===== src/rtl/cpu4_mem_pkg.sv =====
// Shared types and default widths for the cpu4 instruction/data memory arbiter.
package cpu4_mem_pkg;

  localparam int CPU4_AW = 8;
  localparam int CPU4_DW = 32;

  typedef enum logic [1:0] {
    PEND_NONE = 2'd0,
    PEND_I    = 2'd1,
    PEND_D    = 2'd2
  } pend_src_t;

endpackage


===== src/rtl/cpu4_mem_arbiter_if.sv =====
// Bus bundle between the cpu4 fetch/data ports, the arbiter and the single-port RAM.
interface cpu4_mem_arbiter_if #(
  parameter int AW = cpu4_mem_pkg::CPU4_AW,
  parameter int DW = cpu4_mem_pkg::CPU4_DW
);

  logic          i_req;
  logic [AW-1:0] i_addr;
  logic          i_gnt;
  logic          i_rvalid;
  logic [DW-1:0] i_rdata;

  logic          d_req;
  logic          d_we;
  logic [AW-1:0] d_addr;
  logic [DW-1:0] d_wdata;
  logic          d_gnt;
  logic          d_rvalid;
  logic [DW-1:0] d_rdata;

  logic          mem_en;
  logic          mem_we;
  logic [AW-1:0] mem_addr;
  logic [DW-1:0] mem_wdata;
  logic [DW-1:0] mem_rdata;

  modport slave (
    input  i_req, i_addr, d_req, d_we, d_addr, d_wdata, mem_rdata,
    output i_gnt, i_rvalid, i_rdata, d_gnt, d_rvalid, d_rdata,
    output mem_en, mem_we, mem_addr, mem_wdata
  );

  modport master (
    output i_req, i_addr, d_req, d_we, d_addr, d_wdata, mem_rdata,
    input  i_gnt, i_rvalid, i_rdata, d_gnt, d_rvalid, d_rdata,
    input  mem_en, mem_we, mem_addr, mem_wdata
  );

endinterface


===== src/rtl/cpu4_arb_pick.sv =====
// Combinational grant selection: data wins unless the starvation guard forces a fetch.
module cpu4_arb_pick (
  input  logic i_fetch_req,
  input  logic i_data_req,
  input  logic i_starve_force,
  output logic o_fetch_gnt,
  output logic o_data_gnt
);

  assign o_data_gnt  = i_data_req & ~i_starve_force;
  assign o_fetch_gnt = i_fetch_req & (~i_data_req | i_starve_force);

endmodule


===== src/rtl/cpu4_mem_arbiter.sv =====
// Fetch/data arbiter in front of one single-port word RAM with 1-cycle read return.
// Optional fetch starvation guard enabled by defining CPU4_ARB_STARVE_GUARD_EN.
module cpu4_mem_arbiter
  import cpu4_mem_pkg::*;
#(
  parameter int AW           = CPU4_AW,
  parameter int DW           = CPU4_DW,
  parameter int MAX_D_STREAK = 4
) (
  input  logic                clk,
  input  logic                reset,
  cpu4_mem_arbiter_if.slave   bus
);

  logic          w_i_req;
  logic          w_d_req;
  logic          w_i_gnt;
  logic          w_d_gnt;
  logic          w_starve_force;
  logic          w_i_ret;
  logic          w_d_ret;
  pend_src_t     r_pend_src;
  logic [DW-1:0] r_i_rdata;
  logic [DW-1:0] r_d_rdata;

  // Requests are masked while reset is low so nothing is granted during reset.
  assign w_i_req = bus.i_req & reset;
  assign w_d_req = bus.d_req & reset;

  cpu4_arb_pick u_pick (
    .i_fetch_req    (w_i_req),
    .i_data_req     (w_d_req),
    .i_starve_force (w_starve_force),
    .o_fetch_gnt    (w_i_gnt),
    .o_data_gnt     (w_d_gnt)
  );

`ifdef CPU4_ARB_STARVE_GUARD_EN
  localparam int SW = $clog2(MAX_D_STREAK + 1);
  localparam logic [SW-1:0] STREAK_MAX = SW'(MAX_D_STREAK);

  logic [SW-1:0] r_d_streak;

  assign w_starve_force = w_i_req & (r_d_streak == STREAK_MAX);

  always_ff @(posedge clk) begin
    if (!reset) begin
      r_d_streak <= '0;
    end else if (w_i_gnt || !w_i_req) begin
      r_d_streak <= '0;
    end else if (w_d_gnt) begin
      r_d_streak <= r_d_streak + SW'(1);
    end
  end
`else
  assign w_starve_force = 1'b0;
`endif

  assign bus.i_gnt     = w_i_gnt;
  assign bus.d_gnt     = w_d_gnt;
  assign bus.mem_en    = w_i_gnt | w_d_gnt;
  assign bus.mem_we    = w_d_gnt & bus.d_we;
  assign bus.mem_addr  = w_d_gnt ? bus.d_addr : (w_i_gnt ? bus.i_addr : '0);
  assign bus.mem_wdata = (w_d_gnt & bus.d_we) ? bus.d_wdata : '0;

  // Owner of the RAM read data arriving next cycle; stores never return data.
  always_ff @(posedge clk) begin
    if (!reset) begin
      r_pend_src <= PEND_NONE;
    end else if (w_d_gnt && !bus.d_we) begin
      r_pend_src <= PEND_D;
    end else if (w_i_gnt) begin
      r_pend_src <= PEND_I;
    end else begin
      r_pend_src <= PEND_NONE;
    end
  end

  // A return landing while reset is low belongs to a dropped read.
  assign w_i_ret = reset & (r_pend_src == PEND_I);
  assign w_d_ret = reset & (r_pend_src == PEND_D);

  always_ff @(posedge clk) begin
    if (!reset) begin
      r_i_rdata <= '0;
      r_d_rdata <= '0;
    end else begin
      if (w_i_ret) r_i_rdata <= bus.mem_rdata;
      if (w_d_ret) r_d_rdata <= bus.mem_rdata;
    end
  end

  assign bus.i_rvalid = w_i_ret;
  assign bus.d_rvalid = w_d_ret;
  assign bus.i_rdata  = w_i_ret ? bus.mem_rdata : r_i_rdata;
  assign bus.d_rdata  = w_d_ret ? bus.mem_rdata : r_d_rdata;

endmodule


===== src/flat_wrapper.sv =====
// flat-port wrapper written by rule: the top's interface ports become plain ports
module cpu4_mem_arbiter_flat import cpu4_mem_pkg::*;
#(
  parameter int AW           = CPU4_AW,
  parameter int DW           = CPU4_DW,
  parameter int MAX_D_STREAK = 4
)
  (clk, reset, bus_i_req, bus_i_addr, bus_d_req, bus_d_we, bus_d_addr, bus_d_wdata, bus_mem_rdata, bus_i_gnt, bus_i_rvalid, bus_i_rdata, bus_d_gnt, bus_d_rvalid, bus_d_rdata, bus_mem_en, bus_mem_we, bus_mem_addr, bus_mem_wdata);
  cpu4_mem_arbiter_if #(.AW(AW), .DW(DW)) bus_i ();
  input  logic clk;
  input  logic reset;
  input wire logic [$bits(bus_i.i_req)-1:0] bus_i_req;
  input wire logic [$bits(bus_i.i_addr)-1:0] bus_i_addr;
  input wire logic [$bits(bus_i.d_req)-1:0] bus_d_req;
  input wire logic [$bits(bus_i.d_we)-1:0] bus_d_we;
  input wire logic [$bits(bus_i.d_addr)-1:0] bus_d_addr;
  input wire logic [$bits(bus_i.d_wdata)-1:0] bus_d_wdata;
  input wire logic [$bits(bus_i.mem_rdata)-1:0] bus_mem_rdata;
  output wire logic [$bits(bus_i.i_gnt)-1:0] bus_i_gnt;
  output wire logic [$bits(bus_i.i_rvalid)-1:0] bus_i_rvalid;
  output wire logic [$bits(bus_i.i_rdata)-1:0] bus_i_rdata;
  output wire logic [$bits(bus_i.d_gnt)-1:0] bus_d_gnt;
  output wire logic [$bits(bus_i.d_rvalid)-1:0] bus_d_rvalid;
  output wire logic [$bits(bus_i.d_rdata)-1:0] bus_d_rdata;
  output wire logic [$bits(bus_i.mem_en)-1:0] bus_mem_en;
  output wire logic [$bits(bus_i.mem_we)-1:0] bus_mem_we;
  output wire logic [$bits(bus_i.mem_addr)-1:0] bus_mem_addr;
  output wire logic [$bits(bus_i.mem_wdata)-1:0] bus_mem_wdata;
  assign bus_i.i_req = bus_i_req;
  assign bus_i.i_addr = bus_i_addr;
  assign bus_i.d_req = bus_d_req;
  assign bus_i.d_we = bus_d_we;
  assign bus_i.d_addr = bus_d_addr;
  assign bus_i.d_wdata = bus_d_wdata;
  assign bus_i.mem_rdata = bus_mem_rdata;
  assign bus_i_gnt = bus_i.i_gnt;
  assign bus_i_rvalid = bus_i.i_rvalid;
  assign bus_i_rdata = bus_i.i_rdata;
  assign bus_d_gnt = bus_i.d_gnt;
  assign bus_d_rvalid = bus_i.d_rvalid;
  assign bus_d_rdata = bus_i.d_rdata;
  assign bus_mem_en = bus_i.mem_en;
  assign bus_mem_we = bus_i.mem_we;
  assign bus_mem_addr = bus_i.mem_addr;
  assign bus_mem_wdata = bus_i.mem_wdata;
  cpu4_mem_arbiter #(.AW(AW), .DW(DW), .MAX_D_STREAK(MAX_D_STREAK)) u_core (.clk(clk), .reset(reset), .bus(bus_i));
endmodule

===== config.mk =====
export PLATFORM = sky130hd
export DESIGN_NAME = cpu4_mem_arbiter_flat
export DESIGN_NICKNAME = d
export VERILOG_FILES = /design/src/rtl/cpu4_mem_pkg.sv /design/src/rtl/cpu4_mem_arbiter_if.sv /design/src/rtl/cpu4_arb_pick.sv /design/src/rtl/cpu4_mem_arbiter.sv /design/src/flat_wrapper.sv
export SDC_FILE = /design/constraint.sdc
export NUM_CORES = 1
export LEC_CHECK = 0
export BUFFER_PORTS_ARGS = -buffer_cell sky130_fd_sc_hd__buf_2
export CAP_MARGIN = 20
export CORE_MARGIN = 1.5
export CORE_UTILIZATION = 30
export CTS_CLUSTER_SIZE = 24
export DETAILED_ROUTE_END_ITERATION = 10
export GPL_TIMING_DRIVEN = 0
export PLACE_DENSITY = 0.66
export SLEW_MARGIN = 5
export SYNTH_ARGS = -nofsm -noshare
export SYNTH_HDL_FRONTEND = slang
export SYNTH_SLANG_ARGS = --single-unit

===== constraint.sdc =====
create_clock -name clk -period 2.69 [get_ports clk]
set_clock_uncertainty 0.05 [all_clocks]
set_input_delay 0.269 -clock clk [delete_from_list [all_inputs] [get_ports clk]]
set_output_delay 0.269 -clock clk [all_outputs]
set_load 0.02 [all_outputs]

# Yosys cells after proc, flatten, opt, wreduce, memory -nomap -nowiden
# Index checks and enable logic that the tools add are counted.
[totals]
inputBits = 85
output_inout_bits = 110
reg_bits = 66
wordCells = 25
[op_classes]
mux = 7
n_reduce_logical = 3
eq_ne = 2
bitwise = 9
[op_table]
columns = ["operator", "n"]
rows = [
  ["2-to-1 mux 32 bit", 3],
  ["2-to-1 mux 8 bit", 2],
  ["bitwise AND 1 bit", 6],
  ["equality test 2 x 1 -> 1 bit (second input constant)", 1],
  ["equality test 2 bit (second input constant)", 1],
  ["2-to-1 mux 2 bit", 1],
  ["NOT 1 bit", 2],
  ["OR reduction 2 bit", 1],
  ["logical AND 1 bit", 1],
  ["zero test 1 bit", 1],
  ["2-to-1 mux 1 bit", 1],
  ["bitwise OR 1 bit", 1],
]

# Logic depth before layout (Yosys ltp)
# Gate-level depths: netlist of the first run.
[depth]
word_depth = 5
mapped_depth = 5
depth_no_buf = 3

# Modules after synthesis
# From an unflattened synthesis of the first run, not the netlist that was laid out.
[unflattened]
cells_unflattened = 419
area_unflattened_um2 = 3826.2
[by_module_without_submodules]
columns = ["module", "n_inst", "area_per_inst_um2", "seq_area_each_um2", "cells_each"]
rows = [
  ["cpu4_mem_arbiter", 1, 3803.6, 1321.3, 417],
  ["cpu4_arb_pick", 1, 22.5, 0.0, 2],
]

# Least setup slack after synthesis of the first run
# OpenSTA, ideal clock, no wires.
[synth_timing]
kind = "reg2out"
from = "register u_core.r_pend_src[0]"
to = "output bus_i_rdata[10]"
path_buffers = 2
required_ps = 2371
stages_incl_launch_ff = 6
arrival_ps = 1213
setup_slack_ps = 1158
cell_sequence = "dfxtp_1 -> nor2b_1 -> buf_2 -> nand2_2 -> buf_6 -> mux2_4"
[synth_via]
elab_chain_len = 3
[synth_rtl]
columns = ["element", "line", "rtl"]
rows = [
  ["from (decl)", "cpu4_mem_arbiter.sv:22", "pend_src_t r_pend_src;"],
  ["from (signal assigned)", "cpu4_mem_arbiter.sv:69", "r_pend_src <= PEND_NONE;"],
  ["from (signal assigned)", "cpu4_mem_arbiter.sv:71", "r_pend_src <= PEND_D;"],
  ["from (signal assigned)", "cpu4_mem_arbiter.sv:73", "r_pend_src <= PEND_I;"],
  ["equality test 2 x 1 -> 1 bit", "cpu4_mem_arbiter.sv:80", "assign w_i_ret = reset & (r_pend_src == PEND_I);"],
  ["bitwise AND 1 bit", "cpu4_mem_arbiter.sv:80", ""],
  ["2-to-1 mux 32 bit", "cpu4_mem_arbiter.sv:95", "assign bus.i_rdata = w_i_ret ? bus.mem_rdata : r_i_rdata;"],
  ["to (decl)", "flat_wrapper.sv:21", "output wire logic [$bits(bus_i.i_rdata)-1:0] bus_i_rdata;"],
]
# Every way passes these cells.

# Worst setup path after layout of the first run
[layout_timing]
from = "register u_core.r_pend_src[0]"
to = "output bus_i_rdata[11]"
# The elaborated chain is that of the path after synthesis.

==> results.toml, run 1 <==
[grt]
grt_usage = 0.177
antenna_found_initial = 1
grt_start_max_net_pins = 13
overflow = 0
grt_pass1_wl_mm = 18.1
grt_pass1_vias = 3569

[clock_tree]
cts_hold_buffers = 0
root_buffer = "clkbuf_16"
clock_latency_ns = 0.32
post-cts-setup-buffer-count = 0
h-tree-depth = 3
clkTransAtPathRegs_ns = 0.05
cts_buffers = 9
cts.sinks = 66
clockBufferDepth = 2
cts_tree = "yes"
ctsResizeCount = 0

[timing]
fmax_mhz = 463
drv_slew = 0
whs_ns = 0.0598
rsz0062_at_grt = "false"
setup_viol = 0
hold_viol = 0
relSlewSlack = 0.596
min_period_over_period = 0.803
tns_ns = 0
fin_crit_ns = 2.16
worst_pin_slew_ns = 0.606

[die]
ios = 195
dieArea_um2 = 13500
die_w_um = 116
initial_utilization = 0.305
die_height_um = 116
core_um2 = 12600
row_count = 41

[synth]
synth.avg_cell_area_um2 = 8.82
netlist_instances = 435
yosysUniqueCellTypes = 20
syn_nets = 520
ys_seq_area_frac = 0.344
synth_edf_count = 0
ys_seq_elements = 66
netlist_top_cells_area = "dfxtp_1, mux2_4, nand2_1"
yosysTopAreaCell = "dfxtp_1"
synth_area_um2 = 3840
yosys.area.top_type_share = 0.344
synthFlopType = "dfxtp_1"
synthArstFlopShare = 0
yosysWarnings = 0

[worst_setup_path]
crit_arrival_ns = 1.84
endpoint_kind = "output pin"
startpoint_type = "flip-flop"
worstPathRequired_ns = 2.37
reg2reg_depth = 4
crit_fanout = 10
path_class = "reg2out"
r2r_slack_ns = 1.13

[worst_hold_path]
hp-class = "in2reg"
hold-path-cell-count = 2

[power_and_ir_drop]
seq_power_share = 0.375
clkPwrFrac = 0.455
p_switching_uw = 715
power.density_nw_per_um2 = 513
combPwrFrac = 0.170
p_sw_frac = 0.261
p_int_uw = 2030
vdd_ir_drop_max_mv = 0.224
leakagePower_uw = 0.00273

[drt]
via_per_inst = 4.46
drt-total-wl_mm = 12.0
drc = 0
ant_nets = 0
wl_per_cell_um = 14.7
via_count = 3646
drtPass1Iterations = 4
drt_iter0_drc = 130

[finish]
finalCoreUtilization = 0.425
fin_nets = 724
layout_common_cells = "buf_2, nand2_1, dfxtp_1"
fin_cells = 817
drive_above_1_share = 0.446
fin_area_um2 = 5340
layout_commonest_cell = "buf_2"
area_growth_pct = 39.1

[place]
gp_congestion = 0.783
io_buffers = 193
dp_hpwl_mm = 9.23
place_area_um2 = 5020
dpl.cell_count = 800

[flow_run]
max-cap-violations = 0

[status]
status = "finished, final reports clean"
## Yosys cell counts, types with 3 or more instances
library cell  count
a21boi_0         61
a21boi_1          3
and2_1           41
buf_2             6
buf_6             6
clkbuf_1         21
dfxtp_1          66
mux2_2            6
mux2_4           58
nand2_1         145
nor2b_1           3
o21ai_0           8
## path summary, 6_finish.rpt
check,from,end
worst max-delay path,u_core.r_pend_src[0],bus_i_rdata[11]
worst max register to register,u_core.r_pend_src[1],u_core.r_i_rdata[17]
worst min register to register,u_core.r_i_rdata[8],u_core.r_i_rdata[8]
worst min-delay path,bus_d_we,u_core.r_pend_src[1]
## worst max-delay path, cell delays in order (launching register included)
cell and delay [ns]:
dfxtp_1 0.35, nor2b_1 0.13, buf_2 0.19, nand2_2 0.16, buf_6 0.21, mux2_4 0.30, buf_2 0.17
## area by class of cell
class | count | area (µm²)
Clock inverter | 7 | 92.6
Multi-Input combinational cell | 333 | 2330
Clock buffer | 9 | 225
Timing Repair Buffer | 193 | 966
Tap cell | 172 | 215
Sequential cell | 66 | 1320
Fill cell | 1263 | 7230
Antenna cell | 1 | 2.50
Inverter | 2 | 7.51
Buffer | 34 | 180
## sequential cells by signal (all words and copies together), names as in the netlist
| register | flops |
|---|---|
| u_core.r_d_rdata | 32 |
| u_core.r_i_rdata | 32 |
| u_core.r_pend_src | 2 |
## through the flow
| stage | setup slack (ns) | total power, µW |
|---|---|---|
| floorplan | 1.16 | 1320 |
| global placement | 0.857 | 1510 |
| detailed placement | 0.829 | 1520 |
| CTS | 0.508 | 2780 |
| global route | 0.421 | 2860 |
| finish | 0.529 | 2740 |
## cells by family (layout without fill, tap and decap cells)
logic type	after synthesis	in the layout	synth area share
AND/OR/NAND/NOR	196	196	0.225
other	0	1	0
multiplexers	64	64	0.244
AO/OA/AOI/OAI	73	73	0.138
flip-flops	66	66	0.344
buffers and inverters	36	245	0.0489
## power by group through the flow
stage / combinational, µW / sequential (µW) / clock, µW
after floorplan: 281 / 1040 / 0
after global placement: 462 / 1050 / 0
after detailed placement: 470 / 1050 / 0
after CTS: 472 / 1030 / 1280
after global routing: 506 / 1030 / 1330
final: 465 / 1030 / 1250
## layer usage
| metal | vias up | wire length [µm] | GRT usage |
|---|---|---|---|
| met5 | - | 0 | 0 |
| met4 | 0 | 178 | 0.0496 |
| met3 | 11 | 655 | 0.0415 |
| met2 | 140 | 6020 | 0.324 |
| met1 | 1666 | 5120 | 0.207 |
| li1 | 1829 | - | - |
(Power assumes the default switching activity.)
==> run 2, diff against run 1 <==
==> constraint.sdc (replaced) <==
create_clock -name clk -period 2.2 [get_ports clk]
set_clock_uncertainty 0.05 [all_clocks]
set_input_delay 0.22 -clock clk [delete_from_list [all_inputs] [get_ports clk]]
set_output_delay 0.22 -clock clk [all_outputs]
set_load 0.02 [all_outputs]
==> results.toml, run 2 (synthesized netlist as in run 1, its figures left out) <==
[status]
status = "finished, final reports clean"

[grt]
grtUsageMet2 = 0.323
grt_pass1_wl_mm = 18.1
overflow = 0
grt_pass1_vias = 3557
grt_util_met3 = 0.0415
grt_util_met1 = 0.207
busiest_layer = "met2"
grt_usage = 0.177
antenna_found_initial = 1
grt_start_max_net_pins = 13

[power_and_ir_drop]
leakagePower_uw = 0.00274
p_int_uw = 2480
seq_power_share = 0.374
power.density_nw_per_um2 = 627
clkPwrFrac = 0.455
p_sw_frac = 0.261
combPwrFrac = 0.170
p_switching_uw = 877
vdd_ir_drop_max_mv = 0.274

[timing]
relSlewSlack = 0.604
min_period_over_period = 0.939
hold_viol = 0
setup_viol = 0
worst_pin_slew_ns = 0.594
fin_crit_ns = 2.07
setup_ws_ns = 0.133
rsz0062_at_grt = "false"
fmax_mhz = 484
tns_ns = 0
drv_slew = 0

[worst_setup_path]
path_class = "reg2out"
startpoint_type = "flip-flop"
worstPathRequired_ns = 1.93
crit_fanout = 10
endpoint_kind = "output pin"
crit_arrival_ns = 1.80
reg2reg_depth = 4

[finish]
layout_common_cells = "buf_2, nand2_1, dfxtp_1"
top_regs = "u_core.r_d_rdata (32), u_core.r_i_rdata (32), u_core.r_pend_src (2)"
area_growth_pct = 39.5
fin_area_um2 = 5360
nFillCells = 1262
finalCoreUtilization = 0.426
layout_commonest_cell = "buf_2"
drive_above_1_share = 0.447
fin_nets = 725

[clock_tree]
cts.sinks = 66
h-tree-depth = 3
cts_buffers = 9
clock_latency_ns = 0.32
cts_tree = "yes"
root_buffer = "clkbuf_16"
clkTransAtPathRegs_ns = 0.06
clockBufferDepth = 2

[die]
die_w_um = 116
die_height_um = 116
core_um2 = 12600
ios = 195
dieArea_um2 = 13500
row_count = 41
initial_utilization = 0.305

[worst_hold_path]
hp-class = "in2reg"
hold-path-cell-count = 3

[drt]
via_per_inst = 4.48
drt-total-wl_mm = 12.0
drt_iter0_drc = 111
via_count = 3663
drc = 0
drtPass1Iterations = 5
ant_nets = 0
wl_per_cell_um = 14.7

[place]
place_area_um2 = 5020
io_buffers = 193
dp_hpwl_mm = 9.23
gp_congestion = 0.783
dpl_worst_slack_ns = 0.436

[flow_run]
max-cap-violations = 0
-- run 2: layer usage --
metal	routed length, µm	part of all wire
met1	5120	0.43
met2	6030	0.50
met3	659	0.055
met4	178	0.015
met5	0	0
-- run 2: area by class of cell --
class	count	area, µm²	area share
clock buffer	9	225	0.0420
antenna	1	2.50	0.000467
buffer	34	181	0.0339
multi-input combinational	333	2330	0.436
clock inverter	7	92.6	0.0173
timing repair buffer	194	976	0.182
inverter	2	7.51	0.00140
sequential	66	1320	0.247
tap	172	215	0.0402
-- run 2: final timing paths --
| path | from | to | slack (ns) |
|---|---|---|---|
| setup / recovery | u_core.r_pend_src[1] | bus_d_rdata[12] | 0.13 |
| hold / removal | bus_mem_rdata[8] | u_core.r_i_rdata[8] | 0.11 |
| setup reg to reg | u_core.r_pend_src[1] | u_core.r_i_rdata[17] | 0.64 |
| hold reg to reg | u_core.r_i_rdata[8] | u_core.r_i_rdata[8] | 0.41 |
-- run 2: per-stage QoR --
stage	hold WS, ns	cells	total power [µW]
after floorplan	0.242	435	1620
after global placement	0.361	800	1840
after detailed placement	0.348	800	1860
after CTS	0.101	817	3400
after global routing	0.118	818	3500
final	0.107	818	3360
-- run 2: power groups by stage --
stage / registers [µW] / clock network (µW) / logic (µW)
final: 1260 / 1530 / 572
after global routing: 1260 / 1620 / 622
after CTS: 1260 / 1570 / 578
after detailed placement: 1280 / 0 / 575
after global placement: 1280 / 0 / 565
after floorplan: 1280 / 0 / 344
-- run 2: critical path, cell delays in order, from the launching register on --
cell and delay [ns]:
dfxtp_1 0.36, nor2b_1 0.13, buf_2 0.20, nand2_4 0.12
buf_6 0.19, mux2_4 0.31, buf_2 0.16
-- run 2: timing repair --
action	4_1_cts	5_1_grt
hold endpoints to repair	1	0
setup endpoints to repair	0	23
hold buffers	1	0
resized for setup	0	3
setup buffers	0	0
==> run 3, diff against run 2 <==
--- a/config.mk
+++ b/config.mk
@@ -8,11 +8,12 @@
 export BUFFER_PORTS_ARGS = -buffer_cell sky130_fd_sc_hd__buf_2
 export CAP_MARGIN = 20
 export CORE_MARGIN = 1.5
-export CORE_UTILIZATION = 30
+export CORE_UTILIZATION = 46
 export CTS_CLUSTER_SIZE = 24
 export DETAILED_ROUTE_END_ITERATION = 10
 export GPL_TIMING_DRIVEN = 0
-export PLACE_DENSITY = 0.66
+export PLACE_DENSITY = 0.9
+export SETUP_SLACK_MARGIN = 0.5
 export SLEW_MARGIN = 5
 export SYNTH_ARGS = -nofsm -noshare
 export SYNTH_HDL_FRONTEND = slang
==> results.toml, run 3 (synthesized netlist as in run 1, its figures left out) <==
[status]
status = "finished, final reports clean"

[place]
dpl_worst_slack_ns = 0.453
io_buffers = 193
dpl.cell_count = 733
gp_congestion = 1.02
dp_hpwl_mm = 8.69

[timing]
rsz0062_at_grt = "true"
worst_pin_slew_ns = 0.507
drv_slew = 0
min_period_over_period = 0.904
tns_ns = 0
setup_viol = 0
setup_ws_ns = 0.211
fin_crit_ns = 1.99
hold_viol = 0
relSlewSlack = 0.662
fmax_mhz = 503

[grt]
overflow = 0
grt_pass1_wl_mm = 17.5
grt_pass1_vias = 3742
antenna_found_initial = 1
grt_usage = 0.257
grt_start_max_net_pins = 13

[die]
core_um2 = 8130
initial_utilization = 0.472
die_w_um = 94.4
ios = 195
die_height_um = 94.4
dieArea_um2 = 8900
row_count = 33

[drt]
drtPass1Iterations = 4
drc = 0
drt_iter0_drc = 144
drt-total-wl_mm = 12.4
via_per_inst = 5.13
ant_nets = 0
via_count = 3926
routed.top_layer = "met4"
route.met3.wl_um = 625
wl_met1_mm = 4.68
dr_wl_met2_mm = 6.50
wl_per_cell_um = 16.2

[worst_setup_path]
r2r-start = "u_core.r_pend_src[0]"
reg2reg_depth = 5
endpoint_kind = "output pin"
r2r-end = "u_core.r_d_rdata[28]"
crit_fanout = 5
startpoint_type = "flip-flop"
r2r_slack_ns = 0.62
crit_arrival_ns = 1.72
path_class = "reg2out"
worstPathRequired_ns = 1.93

[clock_tree]
clkTransAtPathRegs_ns = 0.08
root_buffer = "clkbuf_8"
cts.sinks = 66
cts_buffers = 9
clock_latency_ns = 0.34
clockBufferDepth = 2
h-tree-depth = 3
cts_tree = "yes"

[power_and_ir_drop]
leakagePower_uw = 0.00290
p_int_uw = 2120
combPwrFrac = 0.229
p_sw_frac = 0.285
seq_power_share = 0.424
p_switching_uw = 843
clkPwrFrac = 0.347
vdd_ir_drop_max_mv = 0.338
power.density_nw_per_um2 = 507

[finish]
area_growth_pct = 52.2
top_regs = "u_core.r_d_rdata (32), u_core.r_i_rdata (32), u_core.r_pend_src (2)"
layout_commonest_cell = "nand2_1"
layout_common_cells = "nand2_1, buf_2, dfxtp_1"
fin_nets = 740
fin_cells = 766
drive_above_1_share = 0.477

[worst_hold_path]
hp-class = "in2reg"
min_to = "u_core.r_d_rdata[3]"
hold_start = "bus_mem_rdata[3]"
hold-path-cell-count = 3

[flow_run]
max-cap-violations = 0
-- run 3: cell count changes in the layout (fill, tap and decap cells not counted), moves of 3 or more --
cell,before,now
buf_12,0,6
buf_2,199,141
buf_4,0,10
buf_6,6,55
clkbuf_1,20,13
clkbuf_16,9,3
clkbuf_2,1,8
clkbuf_8,0,10
clkinvlp_4,0,3
mux2_2,6,2
mux2_4,58,62
-- run 3: per-layer routing --
metal | GRT usage | vias up
li1 | - | 1871
met2 | 0.464 | 169
met4 | 0.159 | 0
met1 | 0.276 | 1847
met3 | 0.0475 | 39
met5 | 0 | -
-- run 3: stage by stage --
step | utilization | power (µW) | instance area [µm²] | hold WS [ns]
floorplan | - | 1620 | 3840 | 0.242
global placement | 0.607 | 1830 | 4940 | 0.358
detailed placement | 0.607 | 1850 | 4940 | 0.363
CTS | 0.668 | 2920 | 5440 | 0.0804
global route | 0.718 | 3100 | 5840 | 0.0967
finish | 0.718 | 2960 | 5840 | 0.104
-- run 3: area by class of cell --
class / count / area [µm²]
diodes: 1 / 2.50
well taps: 105 / 131
inverters: 2 / 12.5
flip-flops and latches: 66 / 1330
repair buffers: 208 / 1510
fillers: 577 / 2290
clock inverters: 6 / 66.3
multi-input cells: 334 / 2390
clock buffers: 10 / 138
plain buffers: 34 / 258
-- run 3: critical path, cell delays in order, from the launching register on --
cell and delay (ns):
dfxtp_4 0.37, nor2b_4 0.15, buf_6 0.14, nand2_8 0.10
buf_12 0.16, mux2_4 0.32, buf_6 0.14
-- run 3: how the worst max path moves through the flow --
| stage | start | endpoint | slack [ns] |
|---|---|---|---|
| after global placement | u_core.r_pend_src[0] | bus_i_rdata[11] | 0.48 |
| after detailed placement | u_core.r_pend_src[0] | bus_i_rdata[7] | 0.45 |
| after CTS | u_core.r_pend_src[0] | bus_i_rdata[15] | 0.21 |
| after global routing | u_core.r_pend_src[1] | bus_d_rdata[11] | 0.15 |
| final | u_core.r_pend_src[1] | bus_d_rdata[11] | 0.21 |
| after floorplan | u_core.r_pend_src[0] | bus_i_rdata[10] | 0.72 |
-- run 3: timing repair --
action,in CTS,in global routing
gates cloned,2,4
gates resized for setup,56,105
buffers inserted,5,4
hold endpoints to repair,1,0
endpoints found under the setup margin,66,116
hold buffers,1,0
-- run 3: power groups by stage --
stage / Clock, µW / Combinational [µW] / Sequential (µW)
3_3_place_gp: 0 / 552 / 1280
5_1_grt: 1120 / 722 / 1260
6_report: 1030 / 679 / 1250
4_1_cts: 1050 / 612 / 1250
2_1_floorplan: 0 / 344 / 1280
3_5_place_dp: 0 / 566 / 1280
